==> config.mk <==
export PLATFORM = sky130hd
export DESIGN_NAME = alu_cmd_sequencer_flat
export DESIGN_NICKNAME = d
export VERILOG_FILES = /design/src/rtl/alu_pkg.sv /design/src/rtl/alu_cmd_sequencer_if.sv /design/src/rtl/alu_cmd_fifo.sv /design/src/rtl/alu_cmd_sequencer.sv /design/src/flat_wrapper.sv
export SDC_FILE = /design/constraint.sdc
export NUM_CORES = 1
export LEC_CHECK = 0
export CAP_MARGIN = 25
export CORE_ASPECT_RATIO = 1.2
export CORE_MARGIN = 1
export CORE_UTILIZATION = 50
export DETAILED_ROUTE_END_ITERATION = 12
export MAX_ROUTING_LAYER = met4
export PLACE_DENSITY = 0.7
export SLEW_MARGIN = 20
export SYNTH_ARGS = -nofsm -noshare
export SYNTH_HDL_FRONTEND = slang
export SYNTH_HIERARCHICAL = 1
export SYNTH_SLANG_ARGS = --single-unit
==> constraint.sdc <==
create_clock -name clk -period 4.8 [get_ports clk]
set_clock_uncertainty 0.15 [all_clocks]
set_input_delay 0.96 -clock clk [delete_from_list [all_inputs] [get_ports clk]]
set_output_delay 0.96 -clock clk [all_outputs]
set_load 0.01 [all_outputs]
==> src/rtl/alu_pkg.sv <==
// Shared definitions for the ALU command sequencer: ALU opcodes, widths,
// the command record carried through the FIFO and the issue FSM encoding.
package alu_pkg;

  localparam int DATA_W = 8;
  localparam int OP_W   = 4;

  localparam logic [OP_W-1:0] OP_ADD = 4'h0;
  localparam logic [OP_W-1:0] OP_SUB = 4'h1;
  localparam logic [OP_W-1:0] OP_MUL = 4'h2;
  localparam logic [OP_W-1:0] OP_DIV = 4'h3;
  localparam logic [OP_W-1:0] OP_AND = 4'h4;
  localparam logic [OP_W-1:0] OP_OR  = 4'h5;
  localparam logic [OP_W-1:0] OP_XOR = 4'h6;
  localparam logic [OP_W-1:0] OP_NOT = 4'h7;
  localparam logic [OP_W-1:0] OP_SHL = 4'h8;
  localparam logic [OP_W-1:0] OP_SHR = 4'h9;
  localparam logic [OP_W-1:0] OP_ROL = 4'hA;
  localparam logic [OP_W-1:0] OP_ROR = 4'hB;
  localparam logic [OP_W-1:0] OP_INC = 4'hC;
  localparam logic [OP_W-1:0] OP_DEC = 4'hD;
  localparam logic [OP_W-1:0] OP_LT  = 4'hE;
  localparam logic [OP_W-1:0] OP_EQ  = 4'hF;

  // One queued command: 4 + 8 + 8 = 20 bits.
  typedef struct packed {
    logic [OP_W-1:0]   op;
    logic [DATA_W-1:0] a;
    logic [DATA_W-1:0] b;
  } cmd_t;

  typedef enum logic [1:0] {
    IDLE = 2'd0,
    EXEC = 2'd1,
    HOLD = 2'd2
  } state_t;

endpackage

==> src/rtl/alu_cmd_sequencer_if.sv <==
// Command, ALU-side and result-side signals of the sequencer.
// slave is the sequencer's view, master is the surrounding system's view.
interface alu_cmd_sequencer_if #(
  parameter int TAG_W = 3
);
  import alu_pkg::*;

  logic              flush;
  logic              busy;

  logic              cmd_valid;
  logic              cmd_ready;
  logic [OP_W-1:0]   cmd_op;
  logic [DATA_W-1:0] cmd_a;
  logic [DATA_W-1:0] cmd_b;

  logic [OP_W-1:0]   alu_op;
  logic [DATA_W-1:0] alu_a;
  logic [DATA_W-1:0] alu_b;
  logic [DATA_W-1:0] alu_result;
  logic              alu_carry;

  logic              res_valid;
  logic              res_ready;
  logic [DATA_W-1:0] res_data;
  logic              res_carry;
  logic              res_div0;
  logic [TAG_W-1:0]  res_tag;

  modport slave (
    input  flush, cmd_valid, cmd_op, cmd_a, cmd_b, alu_result, alu_carry, res_ready,
    output busy, cmd_ready, alu_op, alu_a, alu_b,
           res_valid, res_data, res_carry, res_div0, res_tag
  );

  modport master (
    output flush, cmd_valid, cmd_op, cmd_a, cmd_b, alu_result, alu_carry, res_ready,
    input  busy, cmd_ready, alu_op, alu_a, alu_b,
           res_valid, res_data, res_carry, res_div0, res_tag
  );

endinterface

==> src/rtl/alu_cmd_fifo.sv <==
// Command FIFO: DEPTH entries of cmd_t, synchronous write, head read straight
// from the storage registers, flush empties it in one cycle.
module alu_cmd_fifo
  import alu_pkg::*;
#(
  parameter int DEPTH = 4
) (
  input  logic clk,
  input  logic rst_n,
  input  logic flush,
  input  logic push,
  input  cmd_t din,
  input  logic pop,
  output cmd_t head,
  output logic full,
  output logic empty
);

  localparam int PTR_W = $clog2(DEPTH);

  cmd_t             mem [DEPTH];
  logic [PTR_W-1:0] wr_ptr;
  logic [PTR_W-1:0] rd_ptr;
  logic [PTR_W:0]   count;

  logic do_push;
  logic do_pop;

  assign full    = (count == (PTR_W+1)'(DEPTH));
  assign empty   = (count == '0);
  assign do_push = push && !full && !flush;
  assign do_pop  = pop && !empty && !flush;
  assign head    = mem[rd_ptr];

  // Storage write; contents are only meaningful between the pointers.
  // NOTE: the storage array has no reset -- count/pointers define validity, so clearing data would only cost reset fan-out.
  always_ff @(posedge clk) begin
    if (do_push) mem[wr_ptr] <= din;
  end

  // Pointer and occupancy bookkeeping; flush overrides push and pop.
  // NOTE: state is assigned with <= so every register samples pre-edge values, regardless of statement order.
  always_ff @(posedge clk or negedge rst_n) begin
    if (!rst_n) begin
      wr_ptr <= '0;
      rd_ptr <= '0;
      count  <= '0;
    end else if (flush) begin
      wr_ptr <= '0;
      rd_ptr <= '0;
      count  <= '0;
    end else begin
      if (do_push) wr_ptr <= wr_ptr + 1'b1;
      if (do_pop)  rd_ptr <= rd_ptr + 1'b1;
      case ({do_push, do_pop})
        2'b10:   count <= count + 1'b1;
        2'b01:   count <= count - 1'b1;
        default: count <= count;
      endcase
    end
  end

endmodule

==> src/rtl/alu_cmd_sequencer.sv <==
// Issue stage for the external 8-bit combinational ALU: queues commands,
// drives one at a time onto registered operand lines, captures the result a
// cycle later and hands it downstream with a sequence tag and div-by-zero flag.
module alu_cmd_sequencer
  import alu_pkg::*;
#(
  parameter int DEPTH = 4,
  parameter int TAG_W = 3
) (
  input logic                clk,
  input logic                rst_n,
  alu_cmd_sequencer_if.slave bus
);

  state_t            state;
  cmd_t              head;
  logic              full;
  logic              empty;
  logic              pop;

  logic [OP_W-1:0]   op_q;
  logic [DATA_W-1:0] a_q;
  logic [DATA_W-1:0] b_q;
  logic              res_valid_q;
  logic [DATA_W-1:0] res_data_q;
  logic              res_carry_q;
  logic              res_div0_q;
  logic [TAG_W-1:0]  tag_q;

  alu_cmd_fifo #(.DEPTH(DEPTH)) u_fifo (
    .clk   (clk),
    .rst_n (rst_n),
    .flush (bus.flush),
    .push  (bus.cmd_valid),
    .din   ('{op: bus.cmd_op, a: bus.cmd_a, b: bus.cmd_b}),
    .pop   (pop),
    .head  (head),
    .full  (full),
    .empty (empty)
  );

  // The head leaves the FIFO whenever the FSM is free to take a new command.
  // NOTE: always_comb assigns a default first so no path can leave pop unassigned and infer a latch.
  always_comb begin
    pop = 1'b0;
    if (!bus.flush && !empty) begin
      pop = (state == IDLE) || (state == HOLD && bus.res_ready);
    end
  end

  // Issue FSM with operand, result and tag registers.
  always_ff @(posedge clk or negedge rst_n) begin
    if (!rst_n) begin
      state       <= IDLE;
      op_q        <= '0;
      a_q         <= '0;
      b_q         <= '0;
      res_valid_q <= 1'b0;
      res_data_q  <= '0;
      res_carry_q <= 1'b0;
      res_div0_q  <= 1'b0;
      tag_q       <= '0;
    end else if (bus.flush) begin
      state       <= IDLE;
      res_valid_q <= 1'b0;
    end else begin
      case (state)
        IDLE: begin
          if (!empty) begin
            op_q  <= head.op;
            a_q   <= head.a;
            b_q   <= head.b;
            state <= EXEC;
          end
        end
        EXEC: begin
          res_data_q  <= bus.alu_result;
          res_carry_q <= bus.alu_carry;
          res_div0_q  <= (op_q == OP_DIV) && (b_q == '0);
          res_valid_q <= 1'b1;
          state       <= HOLD;
        end
        HOLD: begin
          if (bus.res_ready) begin
            res_valid_q <= 1'b0;
            tag_q       <= tag_q + TAG_W'(1);
            if (!empty) begin
              op_q  <= head.op;
              a_q   <= head.a;
              b_q   <= head.b;
              state <= EXEC;
            end else begin
              state <= IDLE;
            end
          end
        end
        default: state <= IDLE;
      endcase
    end
  end

  assign bus.cmd_ready = !full;
  assign bus.busy      = !empty || (state != IDLE);
  assign bus.alu_op    = op_q;
  assign bus.alu_a     = a_q;
  assign bus.alu_b     = b_q;
  assign bus.res_valid = res_valid_q;
  assign bus.res_data  = res_data_q;
  assign bus.res_carry = res_carry_q;
  assign bus.res_div0  = res_div0_q;
  assign bus.res_tag   = tag_q;

endmodule

==> src/flat_wrapper.sv <==
// flat-port wrapper written by rule: the top's interface ports become plain ports
module alu_cmd_sequencer_flat import alu_pkg::*;
#(
  parameter int DEPTH = 4,
  parameter int TAG_W = 3
)
  (clk, rst_n, bus_flush, bus_cmd_valid, bus_cmd_op, bus_cmd_a, bus_cmd_b, bus_alu_result, bus_alu_carry, bus_res_ready, bus_busy, bus_cmd_ready, bus_alu_op, bus_alu_a, bus_alu_b, bus_res_valid, bus_res_data, bus_res_carry, bus_res_div0, bus_res_tag);
  alu_cmd_sequencer_if #(.TAG_W(TAG_W)) bus_i ();
  input logic clk;
  input logic rst_n;
  input wire logic [$bits(bus_i.flush)-1:0] bus_flush;
  input wire logic [$bits(bus_i.cmd_valid)-1:0] bus_cmd_valid;
  input wire logic [$bits(bus_i.cmd_op)-1:0] bus_cmd_op;
  input wire logic [$bits(bus_i.cmd_a)-1:0] bus_cmd_a;
  input wire logic [$bits(bus_i.cmd_b)-1:0] bus_cmd_b;
  input wire logic [$bits(bus_i.alu_result)-1:0] bus_alu_result;
  input wire logic [$bits(bus_i.alu_carry)-1:0] bus_alu_carry;
  input wire logic [$bits(bus_i.res_ready)-1:0] bus_res_ready;
  output wire logic [$bits(bus_i.busy)-1:0] bus_busy;
  output wire logic [$bits(bus_i.cmd_ready)-1:0] bus_cmd_ready;
  output wire logic [$bits(bus_i.alu_op)-1:0] bus_alu_op;
  output wire logic [$bits(bus_i.alu_a)-1:0] bus_alu_a;
  output wire logic [$bits(bus_i.alu_b)-1:0] bus_alu_b;
  output wire logic [$bits(bus_i.res_valid)-1:0] bus_res_valid;
  output wire logic [$bits(bus_i.res_data)-1:0] bus_res_data;
  output wire logic [$bits(bus_i.res_carry)-1:0] bus_res_carry;
  output wire logic [$bits(bus_i.res_div0)-1:0] bus_res_div0;
  output wire logic [$bits(bus_i.res_tag)-1:0] bus_res_tag;
  assign bus_i.flush = bus_flush;
  assign bus_i.cmd_valid = bus_cmd_valid;
  assign bus_i.cmd_op = bus_cmd_op;
  assign bus_i.cmd_a = bus_cmd_a;
  assign bus_i.cmd_b = bus_cmd_b;
  assign bus_i.alu_result = bus_alu_result;
  assign bus_i.alu_carry = bus_alu_carry;
  assign bus_i.res_ready = bus_res_ready;
  assign bus_busy = bus_i.busy;
  assign bus_cmd_ready = bus_i.cmd_ready;
  assign bus_alu_op = bus_i.alu_op;
  assign bus_alu_a = bus_i.alu_a;
  assign bus_alu_b = bus_i.alu_b;
  assign bus_res_valid = bus_i.res_valid;
  assign bus_res_data = bus_i.res_data;
  assign bus_res_carry = bus_i.res_carry;
  assign bus_res_div0 = bus_i.res_div0;
  assign bus_res_tag = bus_i.res_tag;
  alu_cmd_sequencer #(.DEPTH(DEPTH), .TAG_W(TAG_W)) u_core (.clk(clk), .rst_n(rst_n), .bus(bus_i));
endmodule
==> results by group <==
Outcome
  • Status: complete, no violations

STA
  • Final setup viols: 0
  • Final hold violations: 0
  • PnR worst setup slack: roughly 1.6 ns
  • Worst-Margin Slew: 1.05 ns
  • RSZ-0062 raised after global routing: no
  • FMAX: 0.317 GHz
  • Tmin final: 3.15 ns
  • Final period util: approximately 66%
  • Final TNS setup: 0 ns
  • Slew Viols, Final: 0
  • Slew headroom: slightly above 30%

CTS
  • Clock latency on the worst-skew pair: around 0.4 ns
  • H-Tree Depth: 4
  • CTS tree: yes
  • Clock Tree Root: clkbuf_16
  • Post-CTS setup buffer count: 0
  • Clock sink total: 123
  • Worst-path clk slew: 0.06 ns
  • Post-CTS Resized: 0
  • CTS buffer count: 17
  • Post-CTS Hold Buffers: 0
  • Maximum clock path buffer count: 2

Routing
  • Per-cell routed wire length: between 15 and 20 microns
  • Via count: between 2k and 3k
  • Initial drt markers: 129
  • Detailed-router iteration count before antenna repair: 4
  • Vias/cell: 5.40
  • Post-route ant nets: 0
  • Total wire length: 8780 microns
  • Remaining DRCs: 0

Global route
  • Grt ovf: 0
  • Vias in the first global route: 2704
  • Largest net degree at the start of global routing: 44
  • Initial antenna violation count: 0
  • First-pass GRT wire length: ~14000 microns
  • Global Route Usage Sum: 19.6%

Critical path
  • Crit Path Max Fanout: 15
  • CP arrival: 3.26 ns
  • Crit-path cells: clkdlybuf4s50_1, nor4_4, nand2b_1, nor3_1, fa_1, o311a_1, a21oi_1, nor3_1
  • Max incr delay on CP: between 0.7 and 0.8 ns
  • Worst r2r src: u_core/u_fifo/count[0]
  • Cell mode on critical path: nor3_1
  • Reg2reg end: u_core/u_fifo/count[1]
  • Cell family contributing the most delay on the critical path: simple AND/OR/NAND/NOR gates
  • CP Buf/Inv Count: 1
  • Critical Path End Type: flop
  • Req. time, crit path: a little under 5 ns
  • Slowest cell on crit path: clkdlybuf4s50_1
  • Reg2Reg Depth: 8
  • CP Launch Type: input port
  • R2R Setup Slk: between 2 and 2.5 ns
  • CP Class: input port to flop

Place
  • Global placer's final weighted congestion: 0.746
  • Pre-CTS setup slack: around 1.3 ns
  • DPL Wire Length: between 5000 and 6000 microns
  • IO buf count: 69

Pwr
  • Sw frac: a little under a quarter
  • Sequential Power Share: 42.0%
  • Switch Pwr: between 0.0008 and 0.0009 W
  • Int Pwr: 0.00255 W
  • Comb pwr share: 20.3%
  • Pwr/cell area: 526 nW/um^2
  • Peak supply drop: 253 uV
  • Lkg Pwr: 2.33 nW
  • Clk pwr share: a little under two fifths

Die
  • I/O pin cnt: 70
  • Chip height: 111 microns
  • CORE AREA: between 9000 and 10000 sq um
  • Die area: approximately 10000 sq um
  • Row count: 39
  • DIE WIDTH: 93.2 microns
  • Starting Density: 51.9%

Synthesis
  • Synthesized instance count: 264
  • Yosys reg bits: around 120
  • Mean area per synthesized cell: 18.9 sq um
  • EDFF count, synth: 80
  • Register area share after synthesis: around 70%
  • Async SR Flop Fraction: 35.0%
  • Ys Warns: 6
  • Synth Cell Area: 4990 sq um
  • Post-synth top flop: edfxtp_1
  • Yosys cell types: 43
  • Syn nets: ~300

Finish
  • Syn-to-layout area delta: 27.9%
  • Filler cells: around 670
  • Ratio of cells with drive above 1 in the final layout: about a quarter
  • Layout Nets: 386
  • # diodes: 0

Flow run
  • Max cap viols: 0

Worst hold path
  • Hold path start: u_core/bus.res_tag[2]
  • Hold EP: u_core/bus.res_tag[2]
  • Worst min path class: flop to flop
  • Hold path depth: 1
-- metal layers --
metal | GRT usage, % | share of wire [%]
met2 | 31.2 | 52
met4 | 9.85 | 1.9
met1 | 23.0 | 42
met5 | - | 0
met3 | 4.92 | 4.6
-- synth_stat cells, drive strengths merged (4+ instances only) --
library cell | number | share of area, %
buf | 11 | 1.9
nor3 | 5 | 0.70
mux2 | 30 | 8.2
edfxtp | 80 | 48
inv | 7 | 0.53
mux4 | 20 | 9.2
nor4 | 4 | 0.80
dfrtp | 43 | 22
nand2 | 5 | 0.38
ha | 5 | 1.3
nor2 | 13 | 0.98
and2 | 4 | 0.50
-- how the worst max path moves through the flow --
stage | start | to | slack [ns] | depth (start not counted)
detailed placement | bus_flush | u_core/u_fifo/count[1] | 1.27 | 8
global route | bus_flush | u_core/u_fifo/count[1] | 1.51 | 8
floorplan | bus_flush | u_core/u_fifo/count[1] | 1.99 | 8
global placement | bus_flush | u_core/u_fifo/count[1] | 1.33 | 8
CTS | bus_flush | u_core/u_fifo/count[1] | 1.67 | 8
finish | bus_flush | u_core/u_fifo/count[1] | 1.65 | 8
-- placed cells by master (no fill, tap or decap), drive strengths merged, types with 3 or more instances in the layout --
master,count
a21oi,3
and2,4
buf,7
bufinv,3
clkbuf,18
clkdlybuf4s50,68
clkinv,6
clkinvlp,3
dfrtp,43
edfxtp,80
ha,5
inv,9
mux2,30
mux4,20
nand2,5
nand2b,3
nor2,13
nor3,5
nor4,4
o21a,3
o21ai,3
xnor2,3
xor2,3
-- state kept, by name, summed over array words and instances, names as in the netlist --
register              count
u_core/bus.res_valid      1
u_core/bus.alu_a          8
u_core/bus.res_div0       1
u_core/u_fifo/wr_ptr      2
u_core/state              2
u_core/bus.alu_b          8
u_core/u_fifo/count       3
u_core/bus.res_carry      1
u_core/bus.alu_op         4
u_core/u_fifo/mem        80
u_core/bus.res_data       8
u_core/u_fifo/rd_ptr      2
u_core/bus.res_tag        3
-- power by group through the flow --
stage / sequential (W) / clock [W] / combinational (W)
final: 0.00141 / 0.00127 / 0.000682
after floorplan: 0.00147 / 0 / 0.000265
after detailed placement: 0.00143 / 0 / 0.000689
after CTS: 0.00141 / 0.00128 / 0.000693
after global routing: 0.00143 / 0.00134 / 0.000730
after global placement: 0.00142 / 0 / 0.000676
-- kinds of logic (layout without fill, tap and decap cells) --
group | count (synthesis) | after routing | synth area share (%)
AOI/OAI and AO/OA | 15 | 15 | 2.03
and+or+nand+nor | 43 | 43 | 5.27
muxes | 52 | 52 | 17.8
adders and majority gates | 6 | 6 | 1.66
DFF | 123 | 123 | 69.7
buffers and inverters | 19 | 114 | 2.48
xor gates and xnor gates | 6 | 6 | 1.05
-- per-stage QoR --
step                power, W  cell area (sq um)  utilization [%]  hold slack, ns  std cells
global route         0.00350               6380             66.4           0.347        482
finish               0.00336               6380             66.4           0.322        482
floorplan            0.00173               4990                -           0.357        264
global placement     0.00210               5780             60.1           0.315        450
CTS                  0.00339               6380             66.3           0.326        482
detailed placement   0.00212               5780             60.1           0.319        450
-- final cells by class --
cell class              instances  area [sq um]  area share (%)
clock inverters                14           171            2.69
flip-flops and latches        123          3480            54.5
inverters                       7          26.3           0.412
well taps                     123           154            2.41
clock buffers                  18           429            6.73
repair buffers                 75           733            11.5
multi-input cells             122          1390            21.7
Power figures use the tool's default switching activity.
